File: config.mk
export PLATFORM = sky130hd
export DESIGN_NAME = alu_result_buffer
export DESIGN_NICKNAME = d
export VERILOG_FILES = /design/src/rtl/alu_result_buffer.sv
export SDC_FILE = /design/constraint.sdc
export NUM_CORES = 1
export LEC_CHECK = 0
export CORE_MARGIN = 8
export CORE_UTILIZATION = 36
export DETAILED_ROUTE_END_ITERATION = 8
export GPL_ROUTABILITY_DRIVEN = 0
export PLACE_DENSITY = 0.6
export SLEW_MARGIN = 20
export SYNTH_ARGS = -nofsm -noshare
export SYNTH_HDL_FRONTEND = slang
export SYNTH_SLANG_ARGS = --single-unit
File: constraint.sdc
create_clock -name clk -period 6 [get_ports clk]
set_input_delay 1.2 -clock clk [delete_from_list [all_inputs] [get_ports clk]]
set_output_delay 1.2 -clock clk [all_outputs]
set_load 0.02 [all_outputs]
File: src/rtl/alu_result_buffer.sv
// Purpose : valid/ready FIFO behind the 8-bit adder; stores {sum, carry, ovf} and
//           derives zero/neg flags at capture time, presenting the head entry to the ALU consumer.
// Latency : 1 cycle (entry pushed at edge N is visible on out_* after edge N, no empty bypass).
// Backpr. : in_ready = !full from registered occupancy only; out_* hold while out_ready=0.
// Option  : define OVF_COUNT_EN to build the saturating overflow event counter
//           (otherwise ovf_count is tied to 0 and cnt_clr is ignored).
// Ports   : clk, rst (async, active-high)
//           in_valid/in_ready/in_sum/in_carry/in_ovf       - producer side (adder result)
//           out_valid/out_ready/out_sum/out_carry/out_ovf  - consumer side, head entry
//           out_zero/out_neg                               - flags stored with the entry
//           cnt_clr/ovf_count                              - overflow event counter
module alu_result_buffer #(
  parameter int WIDTH = 8,
  parameter int DEPTH = 2,
  parameter int CNT_W = 8
) (
  input  logic             clk,
  input  logic             rst,
  input  logic             in_valid,
  output logic             in_ready,
  input  logic [WIDTH-1:0] in_sum,
  input  logic             in_carry,
  input  logic             in_ovf,
  output logic             out_valid,
  input  logic             out_ready,
  output logic [WIDTH-1:0] out_sum,
  output logic             out_carry,
  output logic             out_ovf,
  output logic             out_zero,
  output logic             out_neg,
  input  logic             cnt_clr,
  output logic [CNT_W-1:0] ovf_count
);

  localparam int PTR_W = (DEPTH > 1) ? $clog2(DEPTH) : 1;
  localparam int OCC_W = PTR_W + 1;
  localparam logic [OCC_W-1:0] FULL_OCC = OCC_W'(DEPTH);

  // Entry flags packed as {carry, ovf, zero, neg}
  logic [WIDTH-1:0] mem_sum [DEPTH];
  logic [3:0]       mem_flg [DEPTH];

  logic [PTR_W-1:0] wr_ptr;
  logic [PTR_W-1:0] rd_ptr;
  logic [PTR_W-1:0] wr_ptr_nxt;
  logic [PTR_W-1:0] rd_ptr_nxt;
  logic [OCC_W-1:0] occ;
  logic [OCC_W-1:0] occ_nxt;
  logic             push;
  logic             pop;
  logic             head_from_in;
  logic [3:0]       in_flg;

  assign in_ready  = (occ != FULL_OCC);
  assign out_valid = (occ != '0);
  assign push      = in_valid & in_ready;
  assign pop       = out_valid & out_ready;
  assign in_flg    = {in_carry, in_ovf, ~|in_sum, in_sum[WIDTH-1]};

  always_comb begin
    wr_ptr_nxt = wr_ptr;
    rd_ptr_nxt = rd_ptr;
    occ_nxt    = occ;
    if (push) wr_ptr_nxt = wr_ptr + PTR_W'(1);
    if (pop)  rd_ptr_nxt = rd_ptr + PTR_W'(1);
    case ({push, pop})
      2'b10:   occ_nxt = occ + OCC_W'(1);
      2'b01:   occ_nxt = occ - OCC_W'(1);
      default: occ_nxt = occ;
    endcase
  end

  // The new head is the entry being written this cycle only when the queue
  // drains down to (or starts from) just that entry.
  assign head_from_in = push && (rd_ptr_nxt == wr_ptr);

  always_ff @(posedge clk or posedge rst) begin
    if (rst) begin
      wr_ptr <= '0;
      rd_ptr <= '0;
      occ    <= '0;
    end else begin
      wr_ptr <= wr_ptr_nxt;
      rd_ptr <= rd_ptr_nxt;
      occ    <= occ_nxt;
    end
  end

  // Storage needs no reset: occupancy alone decides what is valid.
  always_ff @(posedge clk) begin
    if (push) begin
      mem_sum[wr_ptr] <= in_sum;
      mem_flg[wr_ptr] <= in_flg;
    end
  end

  // Registered head copy: keeps out_* at the last popped values when the
  // queue empties, instead of exposing stale storage at rd_ptr.
  always_ff @(posedge clk or posedge rst) begin
    if (rst) begin
      out_sum   <= '0;
      out_carry <= 1'b0;
      out_ovf   <= 1'b0;
      out_zero  <= 1'b0;
      out_neg   <= 1'b0;
    end else if (occ_nxt != '0) begin
      if (head_from_in) begin
        out_sum                                <= in_sum;
        {out_carry, out_ovf, out_zero, out_neg} <= in_flg;
      end else begin
        out_sum                                <= mem_sum[rd_ptr_nxt];
        {out_carry, out_ovf, out_zero, out_neg} <= mem_flg[rd_ptr_nxt];
      end
    end
  end

`ifdef OVF_COUNT_EN
  logic [CNT_W-1:0] cnt;

  always_ff @(posedge clk or posedge rst) begin
    if (rst) begin
      cnt <= '0;
    end else if (cnt_clr) begin
      cnt <= '0;
    end else if (push && in_ovf && (cnt != {CNT_W{1'b1}})) begin
      cnt <= cnt + CNT_W'(1);
    end
  end

  assign ovf_count = cnt;
`else
  logic unused_cnt_clr;
  assign unused_cnt_clr = cnt_clr;
  assign ovf_count      = '0;
`endif

endmodule

==> impl_metrics.env, run 1 <==
export IMPL_outcome="finished clean"
export IMPL_cap_violations=0
export IMPL_grt_pass1_vias=1405
export IMPL_crit_type="in -> reg"
export IMPL_synthArstFlopShare_pct=40.54
export IMPL_fmax_ghz=0.2534
export IMPL_syn_avg_cell_area_um2=12.20
export IMPL_antenna_found_initial=0
export IMPL_p_leak_nw=0.9146
export IMPL_finalPower_mw=1.378
export IMPL_holdWs_ns=0.5535
export IMPL_synth_enable_flop_cells=22
export IMPL_period_share_pct=65.77
export IMPL_crit_required_ns=6.17
export IMPL_cp_end_kind="flop"
export IMPL_io_pins=37
export IMPL_synth_commonest_cells="22 x a21oi_1, 22 x edfxtp_1, 16 x inv_1, 15 x dfrtp_1, 11 x o31ai_1"
export IMPL_max_stage_delay_ns=0.85
export IMPL_grt_util_all_layers_pct=11.78
export IMPL_firstDrtPassIters=4
export IMPL_grt_max_degree=23
export IMPL_numPortBuffers=27
export IMPL_cp_slowest_cell="clkdlybuf4s50_1"
export IMPL_cp_start_kind="primary input"
export IMPL_clk_latency_ns=0.29
export IMPL_routed_wl_um=4365
export IMPL_cts_root_buf="clkbuf_8"
export IMPL_die_w_um=88.47
export IMPL_hpwlAfterDp_um=2877
export IMPL_slew_limit_headroom_pct=46.35
export IMPL_clkSlewWorstSetupHoldPaths_ns=0.07
export IMPL_ys_flop_type="edfxtp_1"
export IMPL_drive_gt1_share_pct=11.86
export IMPL_worst_pin_slew_ns=0.8048
export IMPL_whs_path_depth=2
export IMPL_drcViolationCount=0
export IMPL_yosys_warnings=0
export IMPL_arrival_ns=4.11
export IMPL_gr_max_usage_layer="met2"
export IMPL_crit_chain="clkdlybuf4s50_1 -> nand2_1 -> ha_1 -> and4bb_1 -> or3_4 -> o41ai_1 -> a21oi_1"
export IMPL_cp_max_fo=22
export IMPL_cts_sinks=37
export IMPL_ys_types=31
export IMPL_reg2regPathDepth=7
export IMPL_cts_resized=0
export IMPL_ant_nets=0
export IMPL_grtUsageMet1_pct=13.35
export IMPL_stdcell_count=247
export IMPL_grt_pass1_wl_um=6886
export IMPL_hold_viol=0
export IMPL_rows=26
export IMPL_yosysTopAreaCellShare_pct=34.94
export IMPL_synth_seq_area_share_pct=54.80
export IMPL_routed_via_density=5.296
export IMPL_post_drt_wl_per_cell_um=17.67
export IMPL_antenna_cells=0
export IMPL_fin_worst_skew_ns=0.008151
export IMPL_final_nets=192
export IMPL_use_met3_pct=3.528
export IMPL_min_path_type="reg -> reg"
export IMPL_post_cts_buffers=0
export IMPL_start_util_pct=37.25
export IMPL_setup_viol=0
export IMPL_cts_tree="yes"
export IMPL_die_y_um=88.47
export IMPL_ctsHoldBuffers=0
export IMPL_gr_total_overflow=0
export IMPL_clk_path_buf_depth=2
export IMPL_core_area_um2=5075
export IMPL_cts_htree_levels=2
export IMPL_ys_top_cells_by_area="edfxtp_1 35%, dfrtp_1 20%, o41ai_2 7.7%, a21oi_1 5.8%, o31ai_1 4.4%"
export IMPL_cellPowerDensity_nw_per_um2=610.5
export IMPL_areaGrowthSynthToFinish_pct=19.39
export IMPL_min_period_ns=3.946
export IMPL_setup_tns_ns=0
export IMPL_use_met2_pct=19.42
export IMPL_vias=1308
export IMPL_netlist_area_um2=1891
export IMPL_rsz0062_at_grt="no"
export IMPL_ir_worst_vdd_mv=0.2405
export IMPL_drt_iter0_drc=95
export IMPL_dpl_cell_count=239
export IMPL_cts_buffers=5
export IMPL_drv_slew=0
export IMPL_postSynthCellCount=155
export IMPL_die_area_um2=7826
export IMPL_ys_seq_elements=37
export IMPL_post_synth_top_area_cell="edfxtp_1"
==> logic make-up (layout without fill, tap and decap cells) <==
family / after synthesis / in the layout / synth area share (%)
fa+ha+maj: 1 / 1 / 0.6617
xor+xnor: 7 / 7 / 3.971
simple gates: 13 / 13 / 4.964
flops: 37 / 37 / 54.80
buf+inv: 38 / 53 / 10.66
mux: 1 / 1 / 0.5295
compound gates: 57 / 57 / 24.22
other cells: 1 / 8 / 0.1984
==> worst max-delay path: cells and delay by family <==
| family | cells | cell delay [ns] |
|---|---|---|
| AO/OA/AOI/OAI | 2 | 0.46 |
| adder cells (fa/ha/maj) | 1 | 0.42 |
| buffers and inverters | 1 | 0.85 |
| AND/OR/NAND/NOR | 3 | 1.17 |
==> stage by stage <==
step | setup WS, ns | instance area, um^2 | utilization [%]
global placement | 1.885 | 2148 | 42.33
floorplan | 3.167 | 1917 | -
finish | 2.054 | 2257 | 44.48
global route | 1.947 | 2257 | 44.48
detailed placement | 1.838 | 2148 | 42.33
CTS | 2.115 | 2255 | 44.43
==> final cells by class <==
| type | count | area (um^2) |
|---|---|---|
| fill | 490 | 2818 |
| sequential | 37 | 1036 |
| multi-input combinational | 87 | 681.9 |
| timing repair buffer | 29 | 285.3 |
| tap | 70 | 87.58 |
| clock buffer | 6 | 72.57 |
| inverter | 16 | 60.06 |
| clock inverter | 2 | 33.78 |
==> sequential cells by signal, summed over array words and instances (netlist names) <==
register	flops
occ	2
out_sum	7
wr_ptr	1
out_ovf	1
out_carry	1
out_neg	1
rd_ptr	1
out_zero	1
mem_sum	14
mem_flg	8
==> metal layers <==
metal  up-vias  part of all wire [%]
met4         0                   1.6
met5         -                     0
met2        46                    51
li1        601                     -
met3         9                   5.5
met1       652                    42
==> final timing paths <==
check / start / slack, ns / endpoint
setup reg to reg: occ[0] / 3.18 / out_zero
min in group asynchronous: rst / 1.29 / wr_ptr
setup / recovery: in_valid / 2.05 / out_zero
max in group asynchronous: rst / 4.29 / out_sum[4]
hold reg to reg: mem_sum[0][4] / 0.55 / out_sum[4]
hold / removal: mem_sum[0][4] / 0.55 / out_sum[4]
==> layout by cell type (no fill, tap or decap), drive strengths merged, types with 2 or more instances in the layout <==
| cell | synthesis | layout |
|---|---|---|
| nor2 | 4 | 4 |
| and4bb | 2 | 2 |
| conb | 1 | 8 |
| dfrtp | 15 | 15 |
| xnor2 | 4 | 4 |
| a21oi | 22 | 22 |
| o41ai | 11 | 11 |
| inv | 16 | 16 |
| a22oi | 11 | 11 |
| clkdlybuf4s50 | 0 | 27 |
| clkbuf | 6 | 6 |
| buf | 16 | 2 |
| xor2 | 2 | 2 |
| edfxtp | 22 | 22 |
| o31ai | 11 | 11 |
| or4 | 2 | 2 |
==> power by group <==
group | switching (mW) | internal [mW] | leakage [nW]
Clock | 0.0869 | 0.123 | 0.0528
Combinational | 0.432 | 0.309 | 0.484
Sequential | 0.0559 | 0.371 | 0.378
Total | 0.575 | 0.803 | 0.915
(Power assumes the default switching activity.)
==> run 2, diff against run 1 <==
- clock period: 6 -> 4 ns (I/O delays scaled with it)
==> impl_metrics.env, run 2 (synthesis gave the netlist of run 1 again) <==
export IMPL_fmax_ghz=0.3291
export IMPL_cp_start_kind="primary input"
export IMPL_cts_buffers=5
export IMPL_outcome="finished clean"
export IMPL_rows=26
export IMPL_ctsHoldBuffers=0
export IMPL_setup_tns_ns=0
export IMPL_routed_wl_met2_um=2324
export IMPL_arrival_ns=3.21
export IMPL_routed_via_density=5.399
export IMPL_m1WireLength_um=1854
export IMPL_firstDrtPassIters=4
export IMPL_hpwlAfterDp_um=2982
export IMPL_finalPower_mw=2.070
export IMPL_die_y_um=88.47
export IMPL_cts_tree="yes"
export IMPL_grt_util_all_layers_pct=11.96
export IMPL_top_regs="mem_sum (14), mem_flg (8), out_sum (7)"
export IMPL_highest_layer="met4"
export IMPL_cts_resized=0
export IMPL_wl_met3_um=198
export IMPL_reg2regPathDepth=7
export IMPL_crit_chain="clkdlybuf4s50_1 -> o21ai_1 -> inv_1 -> ha_1 -> and4bb_1 -> or3_4 -> o41ai_1 -> a21oi_1"
export IMPL_cellPowerDensity_nw_per_um2=913.9
export IMPL_clk_latency_ns=0.28
export IMPL_path_buf_inv=2
export IMPL_crit_required_ns=4.17
export IMPL_slew_limit_headroom_pct=45.48
export IMPL_worst_pin_slew_ns=0.8178
export IMPL_die_w_um=88.47
export IMPL_drt_iter0_drc=129
export IMPL_start_util_pct=37.25
export IMPL_core_area_um2=5075
export IMPL_cp_slowest_cell="or3_4"
export IMPL_gr_total_overflow=0
export IMPL_holdWs_ns=0.5354
export IMPL_cp_depth=8
export IMPL_areaGrowthSynthToFinish_pct=19.79
export IMPL_cp_top_family="simple AND/OR/NAND/NOR gates"
export IMPL_top_register="mem_sum"
export IMPL_cp_end_kind="flop"
export IMPL_cts_htree_levels=2
export IMPL_largest_reg_flops=14
export IMPL_drive_gt1_share_pct=12.36
export IMPL_io_pins=37
export IMPL_hold_viol=0
export IMPL_vias=1339
export IMPL_rsz0062_at_grt="no"
export IMPL_cap_violations=0
export IMPL_cts_sinks=37
export IMPL_min_period_ns=3.039
export IMPL_grt_pass1_vias=1417
export IMPL_routed_wl_um=4463
export IMPL_antenna_cells=0
export IMPL_crit_type="in -> reg"
export IMPL_max_stage_delay_ns=0.55
export IMPL_post_drt_wl_per_cell_um=18.00
export IMPL_setup_viol=0
export IMPL_clk_path_buf_depth=2
export IMPL_min_path_type="reg -> reg"
export IMPL_final_cell_mix="27 x clkdlybuf4s50_1, 22 x a21oi_1, 22 x edfxtp_1"
export IMPL_drcViolationCount=0
export IMPL_ant_nets=0
export IMPL_final_nets=193
export IMPL_fin_worst_skew_ns=0.01010
export IMPL_p_leak_nw=0.9194
export IMPL_grt_pass1_wl_um=7031
export IMPL_drv_slew=0
export IMPL_clkSlewWorstSetupHoldPaths_ns=0.08
export IMPL_post_cts_buffers=0
export IMPL_cp_max_fo=22
export IMPL_cts_root_buf="clkbuf_8"
export IMPL_grt_max_degree=23
export IMPL_ir_worst_vdd_mv=0.3813
export IMPL_numPortBuffers=27
export IMPL_die_area_um2=7826
export IMPL_antenna_found_initial=0
export IMPL_period_share_pct=75.97
export IMPL_whs_path_depth=2
export IMPL_final_common_cell="clkdlybuf4s50_1"
export IMPL_fillers=497
[run 2: power breakdown]
group | leakage, nW | total (mW) | internal (mW) | switching [mW]
clock | 0.0528 | 0.314 | 0.184 | 0.130
combinational | 0.489 | 1.11 | 0.465 | 0.646
sequential | 0.378 | 0.646 | 0.556 | 0.0898
total | 0.919 | 2.07 | 1.20 | 0.865
[run 2: final timing paths]
kind	to	startpoint	slack [ns]
max	out_zero	out_ready	0.96
min in group asynchronous	wr_ptr	rst	0.90
max in group asynchronous	out_sum[4]	rst	2.67
min reg2reg	out_neg	mem_flg[1][0]	0.54
min	out_neg	mem_flg[1][0]	0.54
max reg2reg	out_zero	occ[0]	1.21
[run 2: layout make-up]
class / instances / area [um^2] / share of cell area [%]
tap: 70 / 87.58 / 3.867
sequential: 37 / 1036 / 45.75
multi-input combinational: 87 / 681.9 / 30.11
clock inverter: 2 / 33.78 / 1.492
clock buffer: 6 / 72.57 / 3.204
inverter: 16 / 60.06 / 2.652
timing repair buffer: 30 / 292.8 / 12.93
[run 2: worst min-delay path, stage by stage, from the launching register on]
cell,delay (ns)
edfxtp_1,0.32
mux2i_1,0.06
a21oi_1,0.11
[run 2: stage by stage]
step / instance area, um^2 / util, % / std cells / setup slack (ns)
finish: 2265 / 44.63 / 248 / 0.9611
global route: 2265 / 44.63 / 248 / 0.8569
CTS: 2262 / 44.58 / 248 / 1.015
detailed placement: 2156 / 42.48 / 240 / 0.6993
global placement: 2156 / 42.48 / 240 / 0.7320
floorplan: 1917 / - / 162 / 1.567
[run 2: layer usage]
layer | track usage, % | vias to the layer above
met2 | 20.37 | 44
met5 | 0 | -
met3 | 3.714 | 12
li1 | - | 607
met4 | 5.069 | 0
met1 | 13.46 | 676
